===== src/rtl/spi_master_if.sv =====
// Memory-mapped peripheral bus seen by the SPI master: one access per cycle
// while cs is high, with a registered ack and read-data return.
interface spi_master_if;
  logic        cs;
  logic [31:0] bus_addr;
  logic [31:0] bus_wr_val;
  logic [3:0]  bus_bytesel;
  logic        bus_ack;
  logic [31:0] bus_data;

  modport master (
    output cs, bus_addr, bus_wr_val, bus_bytesel,
    input  bus_ack, bus_data
  );

  modport slave (
    input  cs, bus_addr, bus_wr_val, bus_bytesel,
    output bus_ack, bus_data
  );
endinterface


===== src/rtl/spi_master.sv =====
// SPI mode-0 byte master for SD cards in SPI mode: CTRL/STATUS/DATA registers
// on the peripheral bus, SCLK half-period of (div+1) clk cycles.
module spi_master #(
  parameter logic [7:0] DIV_RESET = 8'd124
) (
  input  logic         clk,
  input  logic         rst,
  spi_master_if.slave  bus,
  output logic         spi_sclk,
  output logic         spi_mosi,
  input  logic         spi_miso,
  output logic         spi_cs_n
);

  typedef enum logic [1:0] {IDLE, LOW, HIGH} state_t;

  state_t      state_reg,    state_next;
  logic [7:0]  div_reg,      div_next;
  logic        cs_n_reg,     cs_n_next;
  logic [7:0]  div_q_reg,    div_q_next;
  logic [7:0]  halfcnt_reg,  halfcnt_next;
  logic [2:0]  bitcnt_reg,   bitcnt_next;
  logic [7:0]  tx_shift_reg, tx_shift_next;
  logic [7:0]  rx_shift_reg, rx_shift_next;
  logic [7:0]  rx_byte_reg,  rx_byte_next;
  logic        overrun_reg,  overrun_next;
  logic        sclk_reg,     sclk_next;
  logic        mosi_reg,     mosi_next;
  logic        ack_reg,      ack_next;
  logic [31:0] rdata_reg,    rdata_next;

  logic       bus_wr, bus_rd, data_wr, busy, half_done;
  logic [3:0] addr;
  logic       unused_bits;

  assign addr        = bus.bus_addr[3:0];
  assign bus_wr      = bus.cs && (bus.bus_bytesel != 4'b0000);
  assign bus_rd      = bus.cs && (bus.bus_bytesel == 4'b0000);
  assign data_wr     = bus_wr && (addr == 4'h8);
  assign busy        = (state_reg != IDLE);
  assign half_done   = (halfcnt_reg == div_q_reg);
  assign unused_bits = ^{bus.bus_addr[31:4], bus.bus_wr_val[31:9]};

  always_comb begin
    state_next    = state_reg;
    div_next      = div_reg;
    cs_n_next     = cs_n_reg;
    div_q_next    = div_q_reg;
    halfcnt_next  = halfcnt_reg;
    bitcnt_next   = bitcnt_reg;
    tx_shift_next = tx_shift_reg;
    rx_shift_next = rx_shift_reg;
    rx_byte_next  = rx_byte_reg;
    overrun_next  = overrun_reg;
    sclk_next     = sclk_reg;
    mosi_next     = mosi_reg;
    ack_next      = bus.cs;
    rdata_next    = 32'h0;

    if (bus_rd) begin
      case (addr)
        4'h0: rdata_next = {23'h0, cs_n_reg, div_reg};
        4'h4: begin
          rdata_next   = {30'h0, overrun_reg, busy};
          overrun_next = 1'b0;
        end
        4'h8:    rdata_next = {24'h0, rx_byte_reg};
        default: rdata_next = 32'h0;
      endcase
    end

    if (bus_wr && (addr == 4'h0)) begin
      div_next  = bus.bus_wr_val[7:0];
      cs_n_next = bus.bus_wr_val[8];
    end

    // Evaluated after the STATUS read so a simultaneous overrun set wins.
    case (state_reg)
      IDLE: begin
        if (data_wr) begin
          tx_shift_next = bus.bus_wr_val[7:0];
          mosi_next     = bus.bus_wr_val[7];
          bitcnt_next   = 3'd0;
          halfcnt_next  = 8'd0;
          div_q_next    = div_reg;
          state_next    = LOW;
        end
      end
      LOW: begin
        if (data_wr) overrun_next = 1'b1;
        if (half_done) begin
          sclk_next     = 1'b1;
          rx_shift_next = {rx_shift_reg[6:0], spi_miso};
          halfcnt_next  = 8'd0;
          state_next    = HIGH;
        end else begin
          halfcnt_next = halfcnt_reg + 8'd1;
        end
      end
      HIGH: begin
        if (data_wr) overrun_next = 1'b1;
        if (half_done) begin
          sclk_next    = 1'b0;
          halfcnt_next = 8'd0;
          if (bitcnt_reg == 3'd7) begin
            rx_byte_next = rx_shift_reg;
            mosi_next    = 1'b1;
            state_next   = IDLE;
          end else begin
            bitcnt_next   = bitcnt_reg + 3'd1;
            mosi_next     = tx_shift_reg[6];
            tx_shift_next = {tx_shift_reg[6:0], 1'b0};
            state_next    = LOW;
          end
        end else begin
          halfcnt_next = halfcnt_reg + 8'd1;
        end
      end
      default: state_next = IDLE;
    endcase
  end

  always_ff @(posedge clk) begin
    if (rst) begin
      state_reg    <= IDLE;
      div_reg      <= DIV_RESET;
      cs_n_reg     <= 1'b1;
      div_q_reg    <= 8'h0;
      halfcnt_reg  <= 8'h0;
      bitcnt_reg   <= 3'd0;
      tx_shift_reg <= 8'h0;
      rx_shift_reg <= 8'h0;
      rx_byte_reg  <= 8'h0;
      overrun_reg  <= 1'b0;
      sclk_reg     <= 1'b0;
      mosi_reg     <= 1'b1;
      ack_reg      <= 1'b0;
      rdata_reg    <= 32'h0;
    end else begin
      state_reg    <= state_next;
      div_reg      <= div_next;
      cs_n_reg     <= cs_n_next;
      div_q_reg    <= div_q_next;
      halfcnt_reg  <= halfcnt_next;
      bitcnt_reg   <= bitcnt_next;
      tx_shift_reg <= tx_shift_next;
      rx_shift_reg <= rx_shift_next;
      rx_byte_reg  <= rx_byte_next;
      overrun_reg  <= overrun_next;
      sclk_reg     <= sclk_next;
      mosi_reg     <= mosi_next;
      ack_reg      <= ack_next;
      rdata_reg    <= rdata_next;
    end
  end

  assign bus.bus_ack  = ack_reg;
  assign bus.bus_data = rdata_reg;
  assign spi_sclk     = sclk_reg;
  assign spi_mosi     = mosi_reg;
  assign spi_cs_n     = cs_n_reg;

endmodule


===== src/flat_wrapper.sv =====
// flat-port wrapper written by rule: the top's interface ports become plain ports
module spi_master_flat 
#(
  parameter logic [7:0] DIV_RESET = 8'd124
)
  (clk, rst, spi_sclk, spi_mosi, spi_miso, spi_cs_n, bus_cs, bus_bus_addr, bus_bus_wr_val, bus_bus_bytesel, bus_bus_ack, bus_bus_data);
  spi_master_if bus_i ();
  input  logic clk;
  input  logic rst;
  output logic spi_sclk;
  output logic spi_mosi;
  input  logic spi_miso;
  output logic spi_cs_n;
  input wire logic [$bits(bus_i.cs)-1:0] bus_cs;
  input wire logic [$bits(bus_i.bus_addr)-1:0] bus_bus_addr;
  input wire logic [$bits(bus_i.bus_wr_val)-1:0] bus_bus_wr_val;
  input wire logic [$bits(bus_i.bus_bytesel)-1:0] bus_bus_bytesel;
  output wire logic [$bits(bus_i.bus_ack)-1:0] bus_bus_ack;
  output wire logic [$bits(bus_i.bus_data)-1:0] bus_bus_data;
  assign bus_i.cs = bus_cs;
  assign bus_i.bus_addr = bus_bus_addr;
  assign bus_i.bus_wr_val = bus_bus_wr_val;
  assign bus_i.bus_bytesel = bus_bus_bytesel;
  assign bus_bus_ack = bus_i.bus_ack;
  assign bus_bus_data = bus_i.bus_data;
  spi_master #(.DIV_RESET(DIV_RESET)) u_core (.clk(clk), .rst(rst), .bus(bus_i), .spi_sclk(spi_sclk), .spi_mosi(spi_mosi), .spi_miso(spi_miso), .spi_cs_n(spi_cs_n));
endmodule

===== config.mk =====
export PLATFORM = sky130hd
export DESIGN_NAME = spi_master_flat
export DESIGN_NICKNAME = d
export VERILOG_FILES = /design/src/rtl/spi_master_if.sv /design/src/rtl/spi_master.sv /design/src/flat_wrapper.sv
export SDC_FILE = /design/constraint.sdc
export NUM_CORES = 1
export LEC_CHECK = 0
export BUFFER_PORTS_ARGS = -buffer_cell sky130_fd_sc_hd__buf_2
export CAP_MARGIN = 20
export CORE_MARGIN = 8
export CORE_UTILIZATION = 45
export DETAILED_ROUTE_END_ITERATION = 10
export GPL_TIMING_DRIVEN = 1
export PLACE_DENSITY = 0.81
export SLEW_MARGIN = 0
export SYNTH_ARGS = -nofsm -noshare
export SYNTH_HDL_FRONTEND = slang
export SYNTH_SLANG_ARGS = --single-unit

===== constraint.sdc =====
create_clock -name clk -period 2.45 [get_ports clk]
set_clock_uncertainty 0.05 [all_clocks]
set_input_delay 0.735 -clock clk [delete_from_list [all_inputs] [get_ports clk]]
set_output_delay 0.735 -clock clk [all_outputs]
set_load 0.03 [all_outputs]

==> metrics.txt, run 1 <==
# TYPE chip_impl_metric gauge
chip_impl_info{name="outcome",value="completed"} 1
chip_impl_metric{name="dpl-instance-area",unit="sq um"} 3339
chip_impl_metric{name="post-route-min-period",unit="ns"} 2.118
chip_impl_info{name="leading_cell_types_in_the_layout_fill_and_taps_excluded",value="66 x sky130_fd_sc_hd__dfxtp_1, 33 x sky130_fd_sc_hd__nor2_1, 33 x sky130_fd_sc_hd__buf_2"} 1
chip_impl_metric{name="initial_core_util",unit="%"} 46.20
chip_impl_metric{name="ctsResizeCount",unit=""} 0
chip_impl_metric{name="mappedNetlistArea",unit="sq um"} 3104
chip_impl_metric{name="floorplan.core_area",unit="sq um"} 6719
chip_impl_metric{name="htree_num_levels",unit=""} 3
chip_impl_metric{name="largest_register_ffs",unit=""} 9
chip_impl_metric{name="dieArea",unit="sq um"} 9812
chip_impl_metric{name="rows",unit=""} 30
chip_impl_info{name="most_common_cell_after_layout_fill_and_taps_aside",value="sky130_fd_sc_hd__dfxtp_1"} 1
chip_impl_metric{name="timing_max_transition_violations_final",unit=""} 0
chip_impl_info{name="cts_tree",value="done"} 1
chip_impl_metric{name="achievable-frequency",unit="MHz"} 472.1
chip_impl_metric{name="fp.dieH",unit="um"} 99.06
chip_impl_metric{name="first_global_vias",unit=""} 2546
chip_impl_metric{name="layout_worst_path_cycle_share",unit="%"} 86.46
chip_impl_metric{name="total_of_max_cap_violations",unit=""} 0
chip_impl_metric{name="critical_path_arrival",unit="ns"} 2.31
chip_impl_metric{name="io-pin-count",unit=""} 108
chip_impl_metric{name="die_w",unit="um"} 99.06
chip_impl_metric{name="p_leak",unit="nW"} 1.505
chip_impl_metric{name="antenna_violating_nets_post_route",unit=""} 0
chip_impl_metric{name="detailroute.via_count",unit=""} 2525
chip_impl_metric{name="post_cts_buffers",unit=""} 0
chip_impl_metric{name="drt-wirelength-per-cell",unit="um"} 15.22
chip_impl_metric{name="antenna_cells",unit=""} 0
chip_impl_metric{name="post_drt_via_cell_ratio",unit=""} 5.372
chip_impl_metric{name="totalPowerFinal",unit="W"} 0.003368
chip_impl_metric{name="clkTransAtPathRegs",unit="ns"} 0.07
chip_impl_metric{name="seq_area_frac_synth",unit="%"} 42.56
chip_impl_metric{name="count_of_nets_after_finishing",unit=""} 464
chip_impl_metric{name="post-route-cell-area",unit="sq um"} 3567
chip_impl_metric{name="tightestPinTransition",unit="ns"} 0.6432
chip_impl_metric{name="synth-edff-count",unit=""} 0
chip_impl_info{name="setup_repair_after_global_routing_missed_its_margin",value="no"} 1
chip_impl_metric{name="setup_violations",unit=""} 0
chip_impl_metric{name="cellPowerDensity",unit="nW/um^2"} 944.3
chip_impl_metric{name="ys_seq_elements",unit=""} 66
chip_impl_metric{name="routed_wl",unit="um"} 7152
chip_impl_metric{name="cts_sinks",unit=""} 66
chip_impl_metric{name="post-route-drc-count",unit=""} 0
chip_impl_metric{name="grt_first_pass_wirelength",unit="um"} 11960
chip_impl_metric{name="timing.critical_path.required",unit="ns"} 2.64
chip_impl_metric{name="post_synth.cell_area_avg",unit="sq um"} 9.103
chip_impl_metric{name="clk-insertion-delay-late",unit="ns"} 0.36
chip_impl_metric{name="gr-usage-all-layers",unit="%"} 15.12
chip_impl_metric{name="grt_max_degree",unit=""} 36
chip_impl_metric{name="power.ir.vdd_worst",unit="uV"} 602.3
chip_impl_info{name="ctsRootBufferMaster",value="sky130_fd_sc_hd__clkbuf_8"} 1
chip_impl_info{name="worst_setup_path_end_kind",value="register"} 1
chip_impl_metric{name="crit_path_max_fanout",unit=""} 10
chip_impl_metric{name="hpwl_reported_at_the_end_of_detailed_placement",unit="um"} 5254
chip_impl_metric{name="firstDrtPassIters",unit=""} 4
chip_impl_metric{name="worst_max_slew_margin_expressed_relative_to_the_limit",unit="%"} 57.12
chip_impl_metric{name="cts_made_buffers",unit=""} 9
chip_impl_info{name="ys.flop_type",value="sky130_fd_sc_hd__dfxtp_1"} 1
chip_impl_metric{name="area_growth_syn_to_layout",unit="%"} 14.91
chip_impl_metric{name="io_buffers",unit=""} 33
chip_impl_metric{name="grt_overflow",unit=""} 0
chip_impl_metric{name="yosys.cell_types.count",unit=""} 44
chip_impl_metric{name="number_of_antenna_violations_at_the_first_check_in_global_routing",unit=""} 0
chip_impl_metric{name="postCtsHoldBufs",unit=""} 0
chip_impl_info{name="worst-setup-path-type",value="reg -> reg"} 1
chip_impl_metric{name="hold_viol",unit=""} 0
chip_impl_metric{name="drt_iter0_drc",unit=""} 122
chip_impl_metric{name="routabilityCongestion",unit=""} 0.8448
chip_impl_info{name="hold_path_class",value="reg -> reg"} 1
chip_impl_metric{name="netlist_instances",unit=""} 341
chip_impl_metric{name="drive_above_1_share",unit="%"} 19.74
chip_impl_info{name="worstSetupStartpointType",value="register"} 1
chip_impl_metric{name="yosysWarnings",unit=""} 0
chip_impl_metric{name="synth-async-reset-ratio",unit="%"} 0
chip_impl_metric{name="cts_buffer_depth",unit=""} 2
[cells by family after synthesis]
kind of cell | Yosys count | share of synthesized area (%)
AOI/OAI and AO/OA | 69 | 14.35
xor gates and xnor gates | 8 | 2.257
adders and majority gates | 7 | 2.821
buffers and inverters | 47 | 9.109
DFF | 66 | 42.56
muxes | 28 | 9.069
other | 1 | 0.1208
and+or+nand+nor | 115 | 19.71
[where the power goes]
group / switching, W / internal, W
Sequential: 0.0000638 / 0.00117
Clock: 0.000431 / 0.000601
Combinational: 0.000674 / 0.000424
Total: 0.00117 / 0.00220
[area by class of cell]
cell class                      count  area (sq um)
Timing Repair Buffer               52         307.8
Clock inverter                      6         90.09
Clock buffer                       10         137.6
Fill cell                         604          3152
Multi-Input combinational cell    250          1588
Tap cell                           80         100.1
Sequential cell                    66          1321
Inverter                            6         22.52
[cells in the mapped netlist (all sizes together) (2+ instances only)]
master  instances  area, sq um
nor2b           7        51.30
nand3          19        95.09
nor3            5        25.02
a211oi          8        60.06
a21oi          29        145.1
and3            7        43.79
xor2            8        70.07
and2            2        12.51
and4            2        17.52
or4             3        26.27
ha              7        87.58
nor4            4        61.31
mux2i          27        270.3
nor2           33        123.9
inv             5        18.77
nand2          29        108.9
clkbuf         12        45.04
a22oi           7        52.55
a31oi           3        18.77
a22o            4        35.03
dfxtp          66         1321
o31ai           4        30.03
a41oi           2        17.52
buf            29        215.2
a21o            3        22.52
o21ai           4        20.02
[critical path: stages (launching register included)]
cell	delay [ns]
sky130_fd_sc_hd__dfxtp_1	0.34
sky130_fd_sc_hd__xor2_1	0.18
sky130_fd_sc_hd__nor4_4	0.53
sky130_fd_sc_hd__and4_1	0.59
sky130_fd_sc_hd__mux2i_1	0.26
sky130_fd_sc_hd__nor2_1	0.06
[metal layers]
layer,vias up,GRT usage [%],part of all wire [%],wire length [um]
li1,1258,-,-,-
met3,9,4.651,8.8,626
met2,89,23.96,46,3299
met4,0,7.683,1.5,106
met5,-,0,0,0
met1,1169,18.05,44,3119
[through the flow]
step	util (%)	hold slack, ns	cells	setup WS (ns)	TNS (ns)
final	53.09	0.4128	470	0.3318	0
after global routing	53.09	0.4426	470	0.1797	0
after CTS	53.09	0.4203	470	0.3225	0
after detailed placement	49.70	0.4108	454	-0.04793	-0.1982
after global placement	49.70	0.3997	454	0.01170	0
after floorplan	-	0.3860	363	0.01249	0
[path summary, 6_finish.rpt]
path	from	endpoint	slack (ns)	depth (start not counted)
worst min register to register	u_core.rx_shift_reg[7]$_SDFFE_PP0P_	u_core.rx_shift_reg[7]$_SDFFE_PP0P_	0.41	2
worst max register to register	u_core.halfcnt_reg[1]$_SDFFE_PP0P_	u_core.rx_byte_reg[0]$_SDFFE_PP0P_	0.33	5
worst max-delay path	u_core.halfcnt_reg[1]$_SDFFE_PP0P_	u_core.rx_byte_reg[0]$_SDFFE_PP0P_	0.33	5
worst min-delay path	u_core.rx_shift_reg[7]$_SDFFE_PP0P_	u_core.rx_shift_reg[7]$_SDFFE_PP0P_	0.41	2
Power figures use the tool's default switching activity.
==> run 2, diff against run 1 <==
--- a/config.mk
+++ b/config.mk
@@ -9,9 +9,10 @@
 export CAP_MARGIN = 20
 export CORE_MARGIN = 8
 export CORE_UTILIZATION = 45
+export CTS_CLUSTER_SIZE = 16
 export DETAILED_ROUTE_END_ITERATION = 10
 export GPL_TIMING_DRIVEN = 1
-export PLACE_DENSITY = 0.81
+export PLACE_DENSITY = 0.79
 export SLEW_MARGIN = 0
 export SYNTH_ARGS = -nofsm -noshare
 export SYNTH_HDL_FRONTEND = slang
==> run 2 against run 1 <==
Against the previous run:
- sequential power about the same
- combinational power shrank 4%
- wire length shrank 4.3%
- cell area decreased by 1.2%
- register-to-register slack got worse by 0.08 ns
- via count increased by 1.1%
- clock power down 13%
- highest routed layer unchanged
==> metrics.txt, run 2 (synthesis gave the netlist of run 1 again) <==
# TYPE chip_impl_metric gauge
chip_impl_metric{name="htree_num_levels",unit=""} 3
chip_impl_metric{name="cellPowerDensity",unit="nW/um^2"} 904.7
chip_impl_metric{name="number_of_antenna_violations_at_the_first_check_in_global_routing",unit=""} 0
chip_impl_info{name="timing.rr.end",value="u_core.rx_byte_reg[5]$_SDFFE_PP0P_"} 1
chip_impl_metric{name="timing.critical_path.required",unit="ns"} 2.63
chip_impl_metric{name="crit_path_max_fanout",unit=""} 10
chip_impl_metric{name="floorplan.core_area",unit="sq um"} 6719
chip_impl_metric{name="p_leak",unit="nW"} 1.481
chip_impl_metric{name="routed_wl",unit="um"} 6846
chip_impl_metric{name="setup_violations",unit=""} 0
chip_impl_metric{name="layout.area.seq",unit="sq um"} 1321
chip_impl_metric{name="first_global_vias",unit=""} 2561
chip_impl_metric{name="dp_cells",unit=""} 453
chip_impl_metric{name="routabilityCongestion",unit=""} 0.8062
chip_impl_info{name="hold_path_class",value="reg -> reg"} 1
chip_impl_info{name="hold-path-endpoint",value="u_core.rx_shift_reg[7]$_SDFFE_PP0P_"} 1
chip_impl_metric{name="firstDrtPassIters",unit=""} 4
chip_impl_metric{name="grt_first_pass_wirelength",unit="um"} 11650
chip_impl_info{name="rr_startpoint",value="u_core.halfcnt_reg[6]$_SDFFE_PP0P_"} 1
chip_impl_metric{name="count_of_nets_after_finishing",unit=""} 463
chip_impl_info{name="ctsRootBufferMaster",value="sky130_fd_sc_hd__clkbuf_8"} 1
chip_impl_info{name="most_common_cell_after_layout_fill_and_taps_aside",value="sky130_fd_sc_hd__dfxtp_1"} 1
chip_impl_metric{name="hold_viol",unit=""} 0
chip_impl_metric{name="hpwl_reported_at_the_end_of_detailed_placement",unit="um"} 5192
chip_impl_metric{name="post_cts_buffers",unit=""} 0
chip_impl_metric{name="io-pin-count",unit=""} 108
chip_impl_metric{name="cts_made_buffers",unit=""} 9
chip_impl_metric{name="layout_setup_ws",unit="ns"} 0.2524
chip_impl_info{name="cts_tree",value="done"} 1
chip_impl_metric{name="antenna_violating_nets_post_route",unit=""} 0
chip_impl_metric{name="drive_above_1_share",unit="%"} 19.33
chip_impl_metric{name="layout_worst_path_cycle_share",unit="%"} 89.70
chip_impl_metric{name="achievable-frequency",unit="MHz"} 455.1
chip_impl_metric{name="critical_path_arrival",unit="ns"} 2.38
chip_impl_metric{name="dieArea",unit="sq um"} 9812
chip_impl_metric{name="detailedPlace.worstSlack",unit="ns"} 0.04427
chip_impl_metric{name="postCtsHoldBufs",unit=""} 0
chip_impl_metric{name="setup_total_negative_slack",unit="ns"} 0
chip_impl_metric{name="fp.dieH",unit="um"} 99.06
chip_impl_metric{name="tightestPinTransition",unit="ns"} 0.5981
chip_impl_metric{name="final_cells",unit=""} 468
chip_impl_info{name="worstSetupStartpointType",value="register"} 1
chip_impl_info{name="leading_cell_types_in_the_layout_fill_and_taps_excluded",value="66 x sky130_fd_sc_hd__dfxtp_1, 33 x sky130_fd_sc_hd__nor2_1, 33 x sky130_fd_sc_hd__buf_2"} 1
chip_impl_metric{name="setup.reg_to_reg.worst_slack",unit="ns"} 0.25
chip_impl_metric{name="antenna_cells",unit=""} 0
chip_impl_metric{name="post-route-min-period",unit="ns"} 2.198
chip_impl_metric{name="filler_cell_count",unit=""} 614
chip_impl_metric{name="largest_register_ffs",unit=""} 9
chip_impl_metric{name="drt_iter0_drc",unit=""} 87
chip_impl_info{name="worst_setup_path_end_kind",value="register"} 1
chip_impl_metric{name="post_drt_via_cell_ratio",unit=""} 5.455
chip_impl_metric{name="worst_hold_slack",unit="ns"} 0.4152
chip_impl_metric{name="cts_sinks",unit=""} 66
chip_impl_info{name="outcome",value="completed"} 1
chip_impl_metric{name="clkTransAtPathRegs",unit="ns"} 0.07
chip_impl_info{name="worst-setup-path-type",value="reg -> reg"} 1
chip_impl_metric{name="area_growth_syn_to_layout",unit="%"} 13.54
chip_impl_metric{name="dpl-instance-area",unit="sq um"} 3332
chip_impl_metric{name="multi_input_comb_area",unit="sq um"} 1588
chip_impl_metric{name="rows",unit=""} 30
chip_impl_metric{name="io_buffers",unit=""} 33
chip_impl_info{name="setup_repair_after_global_routing_missed_its_margin",value="no"} 1
chip_impl_metric{name="initial_core_util",unit="%"} 46.20
chip_impl_metric{name="ctsResizeCount",unit=""} 0
chip_impl_metric{name="post-route-drc-count",unit=""} 0
chip_impl_metric{name="timing_max_transition_violations_final",unit=""} 0
chip_impl_metric{name="hold_path_depth",unit=""} 2
chip_impl_metric{name="power.ir.vdd_worst",unit="uV"} 850.7
chip_impl_metric{name="clk-insertion-delay-late",unit="ns"} 0.35
chip_impl_metric{name="total_of_max_cap_violations",unit=""} 0
chip_impl_metric{name="detailroute.via_count",unit=""} 2553
chip_impl_metric{name="worst_max_slew_margin_expressed_relative_to_the_limit",unit="%"} 59.83
chip_impl_metric{name="cts_buffer_depth",unit=""} 2
chip_impl_metric{name="die_w",unit="um"} 99.06
chip_impl_metric{name="reg2reg_depth",unit=""} 5
chip_impl_metric{name="grt_max_degree",unit=""} 24
chip_impl_info{name="worstHoldStart",value="u_core.rx_shift_reg[7]$_SDFFE_PP0P_"} 1
chip_impl_metric{name="post-route-cell-area",unit="sq um"} 3525
chip_impl_metric{name="drt-wirelength-per-cell",unit="um"} 14.63
chip_impl_metric{name="gr-usage-all-layers",unit="%"} 14.63
chip_impl_metric{name="grt_overflow",unit=""} 0
[run 2: cell types whose count changed in the layout (fill, tap and decap cells not counted), sizes merged]
cell      delta
clkinv       -1
buf          -1
bufinv       -1
clkinvlp     +1
[run 2: worst max-delay path by stage]
stage / start / end / slack, ns / cells after the start
detailed placement: bus_bus_bytesel[1] / u_core.div_q_reg[2]$_SDFFE_PP0P_ / 0.04 / 8
global placement: bus_bus_addr[2] / u_core.div_reg[5]$_SDFFE_PP1P_ / 0.07 / 6
CTS: u_core.halfcnt_reg[6]$_SDFFE_PP0P_ / u_core.rx_byte_reg[0]$_SDFFE_PP0P_ / 0.28 / 5
finish: u_core.halfcnt_reg[6]$_SDFFE_PP0P_ / u_core.rx_byte_reg[5]$_SDFFE_PP0P_ / 0.25 / 5
global route: u_core.halfcnt_reg[6]$_SDFFE_PP0P_ / u_core.rx_byte_reg[1]$_SDFFE_PP0P_ / 0.09 / 5
floorplan: bus_bus_bytesel[1] / u_core.bitcnt_reg[0]$_SDFFE_PP0P_ / 0.01 / 7
[run 2: where the power goes]
| part | leakage [nW] | internal (W) | switching [W] |
|---|---|---|---|
| clock | 0.0941 | 0.000488 | 0.000409 |
| sequential | 0.534 | 0.00117 | 0.0000623 |
| combinational | 0.852 | 0.000407 | 0.000648 |
| total | 1.48 | 0.00207 | 0.00112 |
[run 2: critical path, cell delays in order (launching register included)]
cell and delay, ns:
sky130_fd_sc_hd__dfxtp_1 0.42, sky130_fd_sc_hd__xor2_1 0.13, sky130_fd_sc_hd__nor4_4 0.60, sky130_fd_sc_hd__and4_1 0.59, sky130_fd_sc_hd__mux2i_1 0.24, sky130_fd_sc_hd__nor2_1 0.05
[run 2: metrics by stage]
stage | util, % | total power, W
3_3_place_gp | 49.59 | 0.002275
6_report | 52.46 | 0.003189
4_1_cts | 52.46 | 0.003192
3_5_place_dp | 49.59 | 0.002295
2_1_floorplan | - | 0.002050
5_1_grt | 52.46 | 0.003380
[run 2: metal layers]
metal | global-route usage, % | part of all wire [%]
met1 | 17.78 | 46
met2 | 23.13 | 44
met3 | 3.383 | 7.2
met4 | 8.498 | 2.4
met5 | 0 | 0
[run 2: cell type report]
class / instances / share of cell area [%]
well taps: 80 / 2.840
repair buffers: 51 / 8.520
flip-flops and latches: 66 / 37.49
clock inverters: 5 / 1.562
clock buffers: 10 / 3.905
inverters: 6 / 0.6390
multi-input cells: 250 / 45.05
